**src/rtl/sample_shift_out_pkg.sv**
```systemverilog
// Shared definitions for the sample_shift_out serialiser: FSM encoding,
// default geometry and counter-width helpers.
package sample_shift_out_pkg;

  typedef enum logic [1:0] {
    ST_IDLE  = 2'd0,
    ST_SHIFT = 2'd1,
    ST_DONE  = 2'd2
  } state_t;

  localparam int unsigned DEF_DATA_W  = 16;
  localparam int unsigned DEF_CLK_DIV = 4;

  // Bit counter must be able to hold DATA_W itself, so it never wraps in a frame.
  function automatic int unsigned bit_cnt_width(input int unsigned data_w);
    return $clog2(data_w + 1);
  endfunction

  function automatic int unsigned div_cnt_width(input int unsigned clk_div);
    return $clog2(clk_div + 1);
  endfunction

endpackage

```
**src/rtl/sample_shift_out_sclk_divider.sv**
```systemverilog
// Bit-clock divider: counts CLK_DIV cycles per SCLK half-period and flags
// the end of each half-period and of each full bit period.
module sclk_divider
  import sample_shift_out_pkg::*;
#(
  parameter int unsigned CLK_DIV = DEF_CLK_DIV
)
(
  input  logic CLOCK,
  input  logic RESET,
  input  logic clear,
  input  logic enable,
  output logic half_tick,
  output logic bit_tick
);

  localparam int unsigned      DIV_W    = div_cnt_width(CLK_DIV);
  localparam logic [DIV_W-1:0] DIV_LAST = DIV_W'(CLK_DIV - 1);

  logic [DIV_W-1:0] div_cnt;
  logic             second_half;

  always_ff @(posedge CLOCK) begin
    if (RESET || clear) begin
      div_cnt     <= '0;
      second_half <= 1'b0;
    end else if (enable) begin
      if (div_cnt == DIV_LAST) begin
        div_cnt     <= '0;
        second_half <= ~second_half;
      end else begin
        div_cnt <= div_cnt + DIV_W'(1);
      end
    end
  end

  always_comb begin
    half_tick = enable && (div_cnt == DIV_LAST);
    bit_tick  = half_tick && second_half;
  end

endmodule

```
**src/rtl/sample_shift_out.sv**
```systemverilog
// Serialises one interpolated sample per frame to a DAC: MSB first on SDATA,
// bit clock on SCLK, frame sync on FS for the first bit period.
module sample_shift_out
  import sample_shift_out_pkg::*;
#(
  parameter int unsigned DATA_W     = DEF_DATA_W,
  parameter int unsigned CLK_DIV    = DEF_CLK_DIV,
  parameter int unsigned OFFSET_BIN = 0
)
(
  input  logic              CLOCK,
  input  logic              RESET,
  input  logic              sample_rdy,
  input  logic [DATA_W-1:0] sample_in,
  output logic              shift_done,
  output logic              busy,
  output logic              overrun,
  output logic              SCLK,
  output logic              SDATA,
  output logic              FS
);

  localparam int unsigned      BIT_W    = bit_cnt_width(DATA_W);
  localparam logic [BIT_W-1:0] BIT_LAST = BIT_W'(DATA_W - 1);

  state_t            state;
  logic [DATA_W-1:0] shreg;
  logic [DATA_W-1:0] shreg_next;
  logic [DATA_W-1:0] capture_word;
  logic [BIT_W-1:0]  bit_cnt;
  logic              div_clear;
  logic              div_enable;
  logic              half_tick;
  logic              bit_tick;

  always_comb begin
    capture_word = sample_in;
    if (OFFSET_BIN != 0) begin
      capture_word[DATA_W-1] = ~sample_in[DATA_W-1];
    end
    shreg_next = shreg << 1;
    div_enable = (state == ST_SHIFT);
    div_clear  = (state != ST_SHIFT);
  end

  sclk_divider #(
    .CLK_DIV (CLK_DIV)
  ) u_sclk_divider (
    .CLOCK     (CLOCK),
    .RESET     (RESET),
    .clear     (div_clear),
    .enable    (div_enable),
    .half_tick (half_tick),
    .bit_tick  (bit_tick)
  );

  // Outputs are loaded with the value for the coming cycle, so SDATA/FS/SCLK
  // are valid on the first SHIFT cycle straight from the capture edge.
  always_ff @(posedge CLOCK) begin
    if (RESET) begin
      state      <= ST_IDLE;
      shreg      <= '0;
      bit_cnt    <= '0;
      SCLK       <= 1'b0;
      SDATA      <= 1'b0;
      FS         <= 1'b0;
      busy       <= 1'b0;
      shift_done <= 1'b0;
      overrun    <= 1'b0;
    end else begin
      shift_done <= 1'b0;
      overrun    <= 1'b0;
      case (state)
        ST_IDLE: begin
          SCLK  <= 1'b0;
          SDATA <= 1'b0;
          FS    <= 1'b0;
          busy  <= 1'b0;
          if (sample_rdy) begin
            shreg   <= capture_word;
            bit_cnt <= '0;
            SDATA   <= capture_word[DATA_W-1];
            FS      <= 1'b1;
            busy    <= 1'b1;
            state   <= ST_SHIFT;
          end
        end

        ST_SHIFT: begin
          overrun <= sample_rdy;
          if (bit_tick) begin
            SCLK    <= 1'b0;
            FS      <= 1'b0;
            shreg   <= shreg_next;
            bit_cnt <= bit_cnt + BIT_W'(1);
            if (bit_cnt == BIT_LAST) begin
              SDATA      <= 1'b0;
              shift_done <= 1'b1;
              state      <= ST_DONE;
            end else begin
              SDATA <= shreg_next[DATA_W-1];
            end
          end else if (half_tick) begin
            SCLK <= 1'b1;
          end
        end

        ST_DONE: begin
          overrun <= sample_rdy;
          SCLK    <= 1'b0;
          SDATA   <= 1'b0;
          FS      <= 1'b0;
          busy    <= 1'b0;
          bit_cnt <= '0;
          state   <= ST_IDLE;
        end

        default: begin
          SCLK    <= 1'b0;
          SDATA   <= 1'b0;
          FS      <= 1'b0;
          busy    <= 1'b0;
          bit_cnt <= '0;
          shreg   <= '0;
          state   <= ST_IDLE;
        end
      endcase
    end
  end

endmodule
```
**config.mk**
```make
export PLATFORM = sky130hd
export DESIGN_NAME = sample_shift_out
export DESIGN_NICKNAME = d
export VERILOG_FILES = /design/src/rtl/sample_shift_out_pkg.sv /design/src/rtl/sample_shift_out_sclk_divider.sv /design/src/rtl/sample_shift_out.sv
export SDC_FILE = /design/constraint.sdc
export NUM_CORES = 1
export LEC_CHECK = 0
export BUFFER_PORTS_ARGS = -buffer_cell sky130_fd_sc_hd__buf_2
export CAP_MARGIN = 10
export CORE_ASPECT_RATIO = 1.25
export CORE_MARGIN = 1
export CORE_UTILIZATION = 25
export CTS_CLUSTER_DIAMETER = 120
export DETAILED_ROUTE_END_ITERATION = 6
export PLACE_DENSITY = 0.38
export SYNTH_ARGS = -nofsm -noshare
export SYNTH_HDL_FRONTEND = slang
export SYNTH_SLANG_ARGS = --single-unit
export TNS_END_PERCENT = 30
```
**constraint.sdc**
```tcl
create_clock -name CLOCK -period 3.7 [get_ports CLOCK]
set_input_delay 0 -clock CLOCK [delete_from_list [all_inputs] [get_ports CLOCK]]
set_output_delay 0 -clock CLOCK [all_outputs]
set_load 0.02 [all_outputs]
```
Word level (Yosys, flattened, before mapping)
Cells that the tools add are included.
Word-level totals
  input bits: 19
  register bits: 32
Cells by class
  muxes and demuxes: 20
  reductions and logical operators: 12
  bitwise gates (word level): 5
  equality and inequality tests: 8
  $add $sub $neg: 2
Operator list (number)
  $pmux W15 S3: 1
  $mux W15: 2
  $mux W5: 2
  $pmux W5 S2: 1
  $mux W1: 6
  $mux W2: 3
  $ne A2 B2 Y1 const B: 3
  $pmux W1 S2: 3
  $reduce_and A3 Y1: 2
  $reduce_or A3 Y1: 2
  $add A5 B1 Y5 const B: 1
  $eq A5 B4 Y1 const B: 1
  $not A1 Y1: 5
  $pmux W2 S2: 1
  $reduce_and A2 Y1: 2
  $reduce_or A2 Y1: 2
  $add A3 B1 Y3 const B: 1
  $eq A3 B2 Y1 const B: 1
  $mux W3: 1
  $eq A2 B1 Y1 const B: 1
  $eq A2 B2 Y1 const B: 1
  $logic_and A1 B1 Y1: 2
  $logic_not A2 Y1: 1
  $ne A2 B1 Y1 const B: 1
  $logic_or A1 B1 Y1: 1

Longest topological paths before layout
Gate-level depths: netlist of run 1.
  word-level depth: 5
  depth in mapped cells: 9
  mapped depth without buffers: 6

By module
Synthesis of run 1 repeated with hierarchy kept, for this count alone.
Second synthesis, totals
  cells, all modules: 165
  area total of the unflattened synthesis: 1498.9 um^2
Modules (own cells, without submodules)
  sample_shift_out: times used 1, seq. area each 560.5 um^2, cells each 147, area an instance 1313.8 um^2
  sclk_divider: times used 1, seq. area each 80.1 um^2, cells each 18, area an instance 185.2 um^2

Worst setup path before layout of run 1
No wires, ideal clock.
  kind: reg-to-reg
  start: register state[0]
  end: register state[0]
  arrival: 1586 ps
  setup time: 116 ps
  setup slack: 1998 ps
  stages on the path, launching flop included: 9
  clock period less this slack: 1702 ps
  path through: dfxtp_1 inv_1 ha_1 buf_6 nor2b_4 buf_6 a21oi_1 o21ai_1 a31o_2
Between the ends
  word-level cells in the longest chain between the ends: 5
RTL lines
  from (decl): line sample_shift_out.sv:26  | state_t state;
  from (signal assigned): line sample_shift_out.sv:61  | state <= ST_IDLE;
  from (signal assigned): line sample_shift_out.sv:85  | state <= ST_SHIFT;
  from (signal assigned): line sample_shift_out.sv:99  | state <= ST_DONE;
  $eq A2 B1 Y1: line sample_shift_out.sv:42, sample_shift_out.sv:73
  $logic_and A1 B1 Y1: line sample_shift_out_sclk_divider.sv:38  | half_tick = enable && (div_cnt == DIV_LAST);
  $logic_and A1 B1 Y1: line sample_shift_out_sclk_divider.sv:39  | bit_tick = half_tick && second_half;
  $ne A2 B2 Y1 (no source line)
  $reduce_and A3 Y1 (no source line)
Several ways; a longest one is shown, not always the timed one.
A chain may end at the register's enable or synchronous reset.

Final worst setup path of run 1
  start: register state[0]
  end: register shreg[0]
Between the ends
  word-level cells in the longest chain between the ends: 5
RTL lines
  $eq A2 B1 Y1: line sample_shift_out.sv:42, sample_shift_out.sv:73
  $logic_and A1 B1 Y1: line sample_shift_out_sclk_divider.sv:38
  $logic_and A1 B1 Y1: line sample_shift_out_sclk_divider.sv:39
  $ne A2 B2 Y1 (no source line)
  $reduce_and A3 Y1 (no source line)
  to (signal assigned): line sample_shift_out.sv:80  | shreg <= capture_word;
  to (signal assigned): line sample_shift_out.sv:94  | shreg <= shreg_next;
  to (decl): line sample_shift_out.sv:27  | logic [DATA_W-1:0] shreg;
Several ways; a longest one is shown, not always the timed one.

==> results of run 1 <==
-- power breakdown --
part / total [W] / switching, W / internal [W]
clock: 0.000332 / 0.000133 / 0.000199
sequential: 0.000395 / 0.0000174 / 0.000378
combinational: 0.000177 / 0.000107 / 0.0000706
total: 0.000904 / 0.000257 / 0.000647
-- path summary, 6_finish.rpt --
| path | start | endpoint | slack [ps] | cells past startpoint |
|---|---|---|---|---|
| max | state[0] | shreg[0] | 1610 | 7 |
| min | sample_rdy | FS | 60 | 3 |
| max reg2reg | state[0] | shreg[0] | 1610 | 7 |
| min reg2reg | u_sclk_divider.div_cnt[0] | u_sclk_divider.div_cnt[0] | 430 | 1 |
-- synthesized netlist by cell type --
cell,n
nor2b_1,1
clkbuf_1,4
nand3_1,6
a211oi_4,1
a21oi_1,5
a31o_2,1
buf_2,2
dfxtp_1,32
and3_1,2
a32oi_1,1
nor2b_4,1
o221a_2,1
buf_4,1
nor3b_1,2
a22oi_1,14
a211oi_1,1
or4_1,2
nand4_1,1
nand2b_1,2
nand3b_1,1
buf_1,1
inv_1,6
a211oi_2,14
nor3_1,2
nor2_1,25
buf_6,4
nand2_1,7
o21ai_1,1
mux2i_1,2
a31oi_1,2
xnor2_1,1
o21ai_0,2
and3b_1,1
ha_1,6
-- critical path, stage by stage, from the launching register on --
cell	delay (ps)
dfxtp_1	330
inv_1	90
ha_1	600
nor2b_4	380
a211oi_4	60
buf_4	260
nand2b_1	180
a21oi_1	110
-- routing by layer --
layer	wire length, µm	global-route usage [%]	vias up
met3	127	3.417	4
met1	1383	12.12	552
li1	-	-	601
met4	40	4.364	0
met2	1656	21.04	23
met5	0	0	-
-- sequential cells by signal, indices dropped and copies added (netlist names), 2 cells and up --
register,count
bit_cnt,5
shreg,15
u_sclk_divider.div_cnt,3
state,2
-- timing repair --
action / CTS / global route
gates resized for setup: 0 / 0
hold buffers: 1 / 0
hold endpoints to repair: 1 / 0
-- through the flow --
stage | setup WS (ps) | util, % | total power, W | instances
after floorplan | 1998 | - | 0.0005522 | 155
after global placement | 1657 | 28.23 | 0.0005767 | 235
after detailed placement | 1587 | 28.23 | 0.0005837 | 235
after CTS | 1568 | 30.33 | 0.0009271 | 244
after global routing | 1382 | 30.33 | 0.0009618 | 244
final | 1610 | 30.33 | 0.0009044 | 244
-- cell families (layout without fill, tap and decap cells) --
group | Yosys count | count (layout)
fa+ha+maj | 6 | 6
buf+inv | 18 | 41
simple gates | 53 | 53
compound gates | 43 | 43
xor+xnor | 1 | 1
flops | 32 | 32
mux | 2 | 2
-- final cells by class --
class,instances,area (µm²),share of cell area [%]
multi-input cells,105,750.7,42.83
flip-flops and latches,32,640.6,36.55
repair buffers,27,145.1,8.280
well taps,66,82.58,4.711
clock buffers,5,68.82,3.926
clock inverters,3,42.54,2.427
inverters,6,22.52,1.285
==> impl_metrics.json, run 1 <==
{
  "antenna_found_initial": 0,
  "numCtsBuffers": 5,
  "mostFrequentLayoutCells": "dfxtp_1 (32), nor2_1 (25), buf_2 (24)",
  "die_h_um": 88.47,
  "fillers": 620,
  "syn_avg_cell_area_um2": 9.646,
  "period_share_pct": 56.49,
  "critPathKind": "flop to flop",
  "power.density_nw_per_um2": 515.9,
  "required_ps": 3910,
  "end_kind": "flop",
  "core_um2": 5779,
  "run_status": "completed",
  "cts_tree": "done",
  "cts-root-buf": "clkbuf_8",
  "worst-path-max-fanout": 30,
  "drt-pass1-iter-count": 6,
  "worst_setup_path_start_kind": "flop",
  "hold_class": "input pin to flop",
  "nNetsFinal": 202,
  "vias": 1180,
  "first_iter_violations": 46,
  "ys_types": 34,
  "netlist_instances": 155,
  "yosysSeqAreaShare_pct": 42.85,
  "synth-compound-area-share_pct": 26.03,
  "grt_remaining_overflow": 0,
  "synth-xor-area-share_pct": 0.5858,
  "worst_slew_pin_slew_ps": 682.4,
  "clk_latency_ps": 280,
  "hold_viol": 0,
  "vias_per_cell": 4.836,
  "clk_pin_slew_ps": 70,
  "yosys-top-cells-area": "dfxtp_1 (43%), a211oi_2 (12%), a22oi_1 (7.0%)",
  "fin_area_um2": 1753,
  "gp_congestion": 0.7241,
  "drtAntennaViolNets": 0,
  "grt_pass1_vias": 1172,
  "rsz0062_at_grt": "false",
  "initial_core_util_pct": 25.87,
  "synth_top_family_by_area": "compound AO/OA/AOI/OAI gates",
  "finalClockSkew_ps": 7.892,
  "dieArea_um2": 6296,
  "cts_buffer_depth": 2,
  "synth_area_um2": 1495,
  "ys_ff_latch": 32,
  "arrival_ps": 2300,
  "chipWidth_um": 71.17,
  "grtUsageTotal_pct": 11.37,
  "setup-tns-final_ps": 0,
  "yosys.area.top_type": "dfxtp_1",
  "grt_pass1_wl_mm": 5.409,
  "ys_warn_count": 0,
  "diodes": 0,
  "routedWlPerCell_um": 13.15,
  "wirelength_mm": 3.209,
  "setup_viol": 0,
  "ios": 25,
  "maxCapViolCount": 0,
  "synth_nets": 180,
  "relSlewSlack_pct": 54.50,
  "layout_commonest_cell": "dfxtp_1",
  "syn_to_final_growth_pct": 17.24,
  "cts_setup_buffers": 0,
  "post-route-drc-count": 0,
  "slew_viol_final": 0,
  "synth_top_area_share_pct": 42.85,
  "fin_crit_ps": 2090,
  "dpl_cell_area_um2": 1632,
  "grt_max_degree": 31,
  "ir_worst_vdd_mv": 0.2043,
  "synth_fa_ha_area_share_pct": 5.021,
  "synthSimpleGateAreaFrac_pct": 17.24,
  "rows": 31,
  "fmax_mhz": 478.4,
  "dpl.hpwl_mm": 2.301,
  "io_buffers": 24,
  "muxShareOfSynthArea_pct": 1.339,
  "clkSinkCount": 32,
  "htree_levels": 2,
  "layout-drive-gt1-share_pct": 29.21,
  "whs_ps": 56.80,
  "power_leakage_nw": 0.7121
}
(Power assumes the default switching activity.)
==> inputs of run 2 (changes only) <==
--- a/config.mk
+++ b/config.mk
@@ -5,6 +5,7 @@
 export SDC_FILE = /design/constraint.sdc
 export NUM_CORES = 1
 export LEC_CHECK = 0
+export ABC_AREA = 1
 export BUFFER_PORTS_ARGS = -buffer_cell sky130_fd_sc_hd__buf_2
 export CAP_MARGIN = 10
 export CORE_ASPECT_RATIO = 1.25
==> constraint.sdc (replaced) <==
create_clock -name CLOCK -period 2.02 [get_ports CLOCK]
set_input_delay 0 -clock CLOCK [delete_from_list [all_inputs] [get_ports CLOCK]]
set_output_delay 0 -clock CLOCK [all_outputs]
set_load 0.02 [all_outputs]
==> run 2 against run 1 <==
  * Combinational power rose by 99%
  * Die area up 9.2%
  * Critical endpoint is now shreg[9]
  * Highest routed layer unchanged
  * Hold slack got worse by 1.8 ps
  * Largest power group unchanged
==> impl_metrics.json, run 2 <==
{
  "syn_to_final_growth_pct": 15.06,
  "hold_viol": 0,
  "synth_area_um2": 1637,
  "p_switching_w": 0.0004785,
  "vias": 1408,
  "ys_warn_count": 0,
  "synth_edf_count": 0,
  "syn_avg_cell_area_um2": 7.439,
  "chipWidth_um": 74.37,
  "setup_viol": 0,
  "slew_viol_final": 0,
  "critPathKind": "flop to flop",
  "finalClockSkew_ps": 8.033,
  "core_um2": 6246,
  "clk_latency_ps": 280,
  "rsz0062_at_grt": "false",
  "dpl_cell_area_um2": 1804,
  "dpl.hpwl_mm": 2.647,
  "htree_levels": 2,
  "maxCapViolCount": 0,
  "yosys.area.top_type": "dfxtp_1",
  "layout-drive-gt1-share_pct": 25.00,
  "hold_class": "input pin to flop",
  "cts_setup_buffers": 0,
  "clk_pin_slew_ps": 60,
  "worst-path-max-fanout": 11,
  "ys.flop_type": "dfxtp_1",
  "path_cells": "inv_1, ha_1, a21oi_4, buf_4, nand3_1, a21oi_2",
  "p_sw_share_pct": 31.49,
  "synthArstFlopShare_pct": 0,
  "cpPeakStageDelay_ps": 360,
  "cts_tree": "done",
  "fin_area_um2": 1883,
  "grt_max_degree": 21,
  "fillers": 745,
  "yosysMostFrequentCell": "nand2_1",
  "routedWlPerCell_um": 11.43,
  "cpMaxStageDelayCell": "dfxtp_1",
  "rows": 32,
  "worst_slew_pin_slew_ps": 533.7,
  "drtAntennaViolNets": 0,
  "numCtsBuffers": 5,
  "synth_top_area_share_pct": 39.14,
  "gp_congestion": 0.7218,
  "yosys-top-cells-count": "nand2_1 (72), dfxtp_1 (32), nand3_1 (22)",
  "clkPwrFrac_pct": 29.2,
  "die_h_um": 92.46,
  "final_util_pct": 30.15,
  "netlist_instances": 220,
  "grt_pass1_vias": 1427,
  "cts-root-buf": "clkbuf_8",
  "run_status": "completed",
  "io_buffers": 24,
  "antenna_found_initial": 0,
  "power_leakage_nw": 0.8402,
  "grt_pass1_wl_mm": 6.451,
  "ir_worst_vdd_mv": 0.3238,
  "dieArea_um2": 6876,
  "layout_commonest_cell": "nand2_1",
  "nNetsFinal": 271,
  "vias_per_cell": 4.280,
  "first_iter_violations": 48,
  "seq_power_share_pct": 47.7,
  "required_ps": 2230,
  "power.density_nw_per_um2": 806.8,
  "yosysSeqAreaShare_pct": 39.14,
  "ios": 25,
  "worst_setup_path_start_kind": "flop",
  "finalWorstSetupSlack_ps": 336.5,
  "ys_types": 24,
  "synth_nets": 245,
  "end_kind": "flop",
  "largestRegisters": "shreg (15), bit_cnt (5), u_sclk_divider.div_cnt (3)",
  "fmax_mhz": 594.0,
  "intPower_w": 0.001041,
  "regMostFlops": "shreg",
  "ys_ff_latch": 32,
  "cp_top_family": "compound AO/OA/AOI/OAI gates",
  "largest_reg_flops": 15,
  "post-route-drc-count": 0,
  "comb_power_share_pct": 23.2,
  "diodes": 0,
  "setup-tns-final_ps": 0,
  "cts_buffer_depth": 2,
  "grt_remaining_overflow": 0,
  "relSlewSlack_pct": 64.42,
  "arrival_ps": 1900,
  "drt-pass1-iter-count": 4,
  "initial_core_util_pct": 26.20,
  "wirelength_mm": 3.761,
  "fin_crit_ps": 1684,
  "clkSinkCount": 32,
  "crit_buf_inv": 2,
  "power.total_w": 0.001519,
  "grtUsageTotal_pct": 12.39,
  "mostFrequentLayoutCells": "nand2_1 (72), dfxtp_1 (32), buf_2 (24)",
  "period_share_pct": 83.34,
  "yosys-top-cells-area": "dfxtp_1 (39%), nand2_1 (17%), nand3_1 (6.7%)",
  "dpl_worst_slack_ps": 300.6
}
## run 2: cell count changes in the layout (fill, tap and decap cells not counted), sizes merged, moves of 13 or more
cell	previous run	this run
nand2	7	84
a21oi	5	29
nor2	25	8
a211oi	16	0
nand3	6	22
a22oi	14	0
inv	6	19
## run 2: metal layers
| layer | vias up | share of wire [%] | track usage [%] |
|---|---|---|---|
| li1 | 747 | - | - |
| met4 | 0 | 1.6 | 4.717 |
| met1 | 637 | 48 | 15.21 |
| met5 | - | 0 | 0 |
| met2 | 19 | 48 | 20.50 |
| met3 | 5 | 3.1 | 2.938 |
## run 2: worst paths after layout
kind | start | depth (start not counted) | endpoint | slack (ps)
max reg2reg | state[0] | 6 | shreg[9] | 340
min | sample_in[15] | 5 | SDATA | 60
max | state[0] | 6 | shreg[9] | 340
min reg2reg | u_sclk_divider.div_cnt[0] | 1 | u_sclk_divider.div_cnt[0] | 430
## run 2: logic make-up after synthesis
family          synth area share [%]
compound gates                 13.61
fa+ha+maj                      4.587
buf+inv                        10.17
flops                          39.14
simple gates                   32.49
## run 2: power groups by stage
stage          registers, W  logic, W  clock network [W]
5_1_grt            0.000730  0.000403           0.000484
3_3_place_gp       0.000739  0.000361                  0
6_report           0.000724  0.000352           0.000443
2_1_floorplan      0.000740  0.000283                  0
3_5_place_dp       0.000738  0.000358                  0
4_1_cts            0.000725  0.000362           0.000464
## run 2: tightest hold or removal path, stage by stage
cell     delay (ps)
buf_2            80
nand2_1          40
nand2_1          50
nand3_1          70
nand2_1          60
## run 2: final cells by class
cell class / instances / area [µm²] / share of cell area (%)
clock buffers: 5 / 68.82 / 3.654
inverters: 20 / 77.57 / 4.120
multi-input cells: 158 / 829.5 / 44.05
flip-flops and latches: 32 / 640.6 / 34.02
well taps: 85 / 106.4 / 5.648
repair buffers: 29 / 160.2 / 8.505
## run 2: metrics by stage
stage,instances,hold WS (ps)
floorplan,220,120.5
global placement,323,277.6
finish,329,55.04
global route,329,89.67
CTS,329,37.37
detailed placement,323,285.1
## run 2: what timing repair did
item / in CTS / in global routing
gates resized for setup: 0 / 0
hold buffers: 1 / 0
endpoints found under the hold margin: 1 / 0
endpoints found under the setup margin: 0 / 0
==> inputs of run 3 (changes only) <==
==> constraint.sdc (replaced) <==
create_clock -name CLOCK -period 1.7 [get_ports CLOCK]
set_input_delay 0 -clock CLOCK [delete_from_list [all_inputs] [get_ports CLOCK]]
set_output_delay 0 -clock CLOCK [all_outputs]
set_load 0.02 [all_outputs]
==> run 3 against run 2 <==
  * Global-route usage increased by 0.35 points
  * Highest routed layer unchanged
  * Die area unchanged
  * Largest cell class unchanged
  * Maximum frequency increased by 11%
  * Hold slack better by 0.58 ps
==> impl_metrics.json, run 3 (synthesis gave the netlist of run 2 again) <==
{
  "critPathKind": "flop to flop",
  "drt-pass1-iter-count": 4,
  "clk_latency_ps": 280,
  "vias_per_cell": 4.179,
  "cts_buffer_depth": 2,
  "cp_top_family": "buffers and inverters",
  "required_ps": 1920,
  "die_h_um": 92.46,
  "wirelength_mm": 3.761,
  "clkSinkCount": 32,
  "grtUsageTotal_pct": 12.74,
  "drtAntennaViolNets": 0,
  "clk_pin_slew_ps": 70,
  "routedWlPerCell_um": 11.19,
  "io_buffers": 24,
  "path_cells": "inv_1, ha_1, inv_4, o21bai_4, buf_4, nand3_1, a21oi_2",
  "post-route-drc-count": 0,
  "ios": 25,
  "worst-path-max-fanout": 11,
  "maxCapViolCount": 0,
  "vias": 1404,
  "nNetsFinal": 276,
  "diodes": 0,
  "slew_viol_final": 0,
  "cts_tree": "done",
  "period_share_pct": 88.93,
  "numCtsBuffers": 5,
  "gp_congestion": 0.7872,
  "chipWidth_um": 74.37,
  "fin_crit_ps": 1512,
  "dpl.hpwl_mm": 2.763,
  "hold_class": "input pin to flop",
  "layout_commonest_cell": "nand2_1",
  "grt_pass1_wl_mm": 6.617,
  "rows": 32,
  "htree_levels": 2,
  "run_status": "completed",
  "syn_to_final_growth_pct": 18.35,
  "finalClockSkew_ps": 7.604,
  "dpl_worst_slack_ps": 128.7,
  "end_kind": "flop",
  "initial_core_util_pct": 26.20,
  "worst_setup_path_start_kind": "flop",
  "layout-drive-gt1-share_pct": 27.89,
  "setup_viol": 0,
  "core_um2": 6246,
  "mostFrequentLayoutCells": "nand2_1 (72), dfxtp_1 (30), buf_2 (24)",
  "crit_buf_inv": 3,
  "fmax_mhz": 661.5,
  "first_iter_violations": 47,
  "cts-root-buf": "clkbuf_8",
  "largest_reg_flops": 15,
  "power.density_nw_per_um2": 949.3,
  "final_cells": 336,
  "hold_viol": 0,
  "rsz0062_at_grt": "false",
  "antenna_found_initial": 0,
  "ir_worst_vdd_mv": 0.3734,
  "cpPeakStageDelay_ps": 350,
  "worst_slew_pin_slew_ps": 314.2,
  "place_inst": 328,
  "arrival_ps": 1730,
  "setup-tns-final_ps": 0,
  "grt_pass1_vias": 1457,
  "dieArea_um2": 6876,
  "largestRegisters": "shreg (15), bit_cnt (5), u_sclk_divider.div_cnt (3)",
  "grt_max_degree": 19,
  "grt_remaining_overflow": 0,
  "power_leakage_nw": 0.8690,
  "relSlewSlack_pct": 79.00,
  "cpMaxStageDelayCell": "dfxtp_1",
  "finalWorstSetupSlack_ps": 188.2,
  "regMostFlops": "shreg"
}
run 3: path summary, 6_finish.rpt:
| kind | from | to | slack, ps | depth (start not counted) |
|---|---|---|---|---|
| setup / recovery | state[1] | shreg[6] | 190 | 7 |
| hold reg to reg | u_sclk_divider.div_cnt[0] | u_sclk_divider.div_cnt[0] | 420 | 1 |
| setup reg to reg | state[1] | shreg[6] | 190 | 7 |
| hold / removal | sample_in[15] | SDATA | 60 | 5 |
run 3: layer usage:
layer	global-route usage (%)	vias up	share of wire, %
met5	0	-	0
met4	4.245	0	1.5
met3	3.482	6	3.1
met2	21.10	23	48
met1	15.61	619	47
li1	-	756	-
run 3: power breakdown:
part	switching [W]	internal, W	leakage [nW]	total (W)
clock	0.000265	0.000278	0.0410	0.000543
sequential	0.0000422	0.000819	0.263	0.000861
combinational	0.000264	0.000171	0.565	0.000434
run 3: final cells by class:
| cell class | count | area [µm²] |
|---|---|---|
| Clock buffer | 6 | 72.57 |
| Clock inverter | 1 | 5.005 |
| Fill cell | 720 | 4309 |
| Inverter | 20 | 77.57 |
| Multi-Input combinational cell | 158 | 834.6 |
| Sequential cell | 32 | 643.1 |
| Tap cell | 85 | 106.4 |
| Timing Repair Buffer | 34 | 197.7 |
run 3: per-stage QoR:
| step | hold WS, ps | total power [W] | cell area (µm²) | utilization [%] |
|---|---|---|---|---|
| 3_3_place_gp | 272.0 | 0.001323 | 1842 | 29.49 |
| 5_1_grt | 82.33 | 0.001991 | 1937 | 31.01 |
| 3_5_place_dp | 283.1 | 0.001318 | 1842 | 29.49 |
| 2_1_floorplan | 120.5 | 0.001216 | 1637 | - |
| 6_report | 55.63 | 0.001839 | 1937 | 31.01 |
| 4_1_cts | 49.90 | 0.001885 | 1929 | 30.89 |
run 3: timing repair:
action | 4_1_cts | 5_1_grt
resized for setup | 0 | 3
endpoints found under the setup margin | 0 | 2
hold buffers | 1 | 0
hold endpoints to repair | 1 | 0
buffers inserted | 0 | 0
run 3: tightest hold or removal path: cells and delay by family:
kind	cells	cell delay (ps)
buffers and inverters	1	80
AND/OR/NAND/NOR	4	220
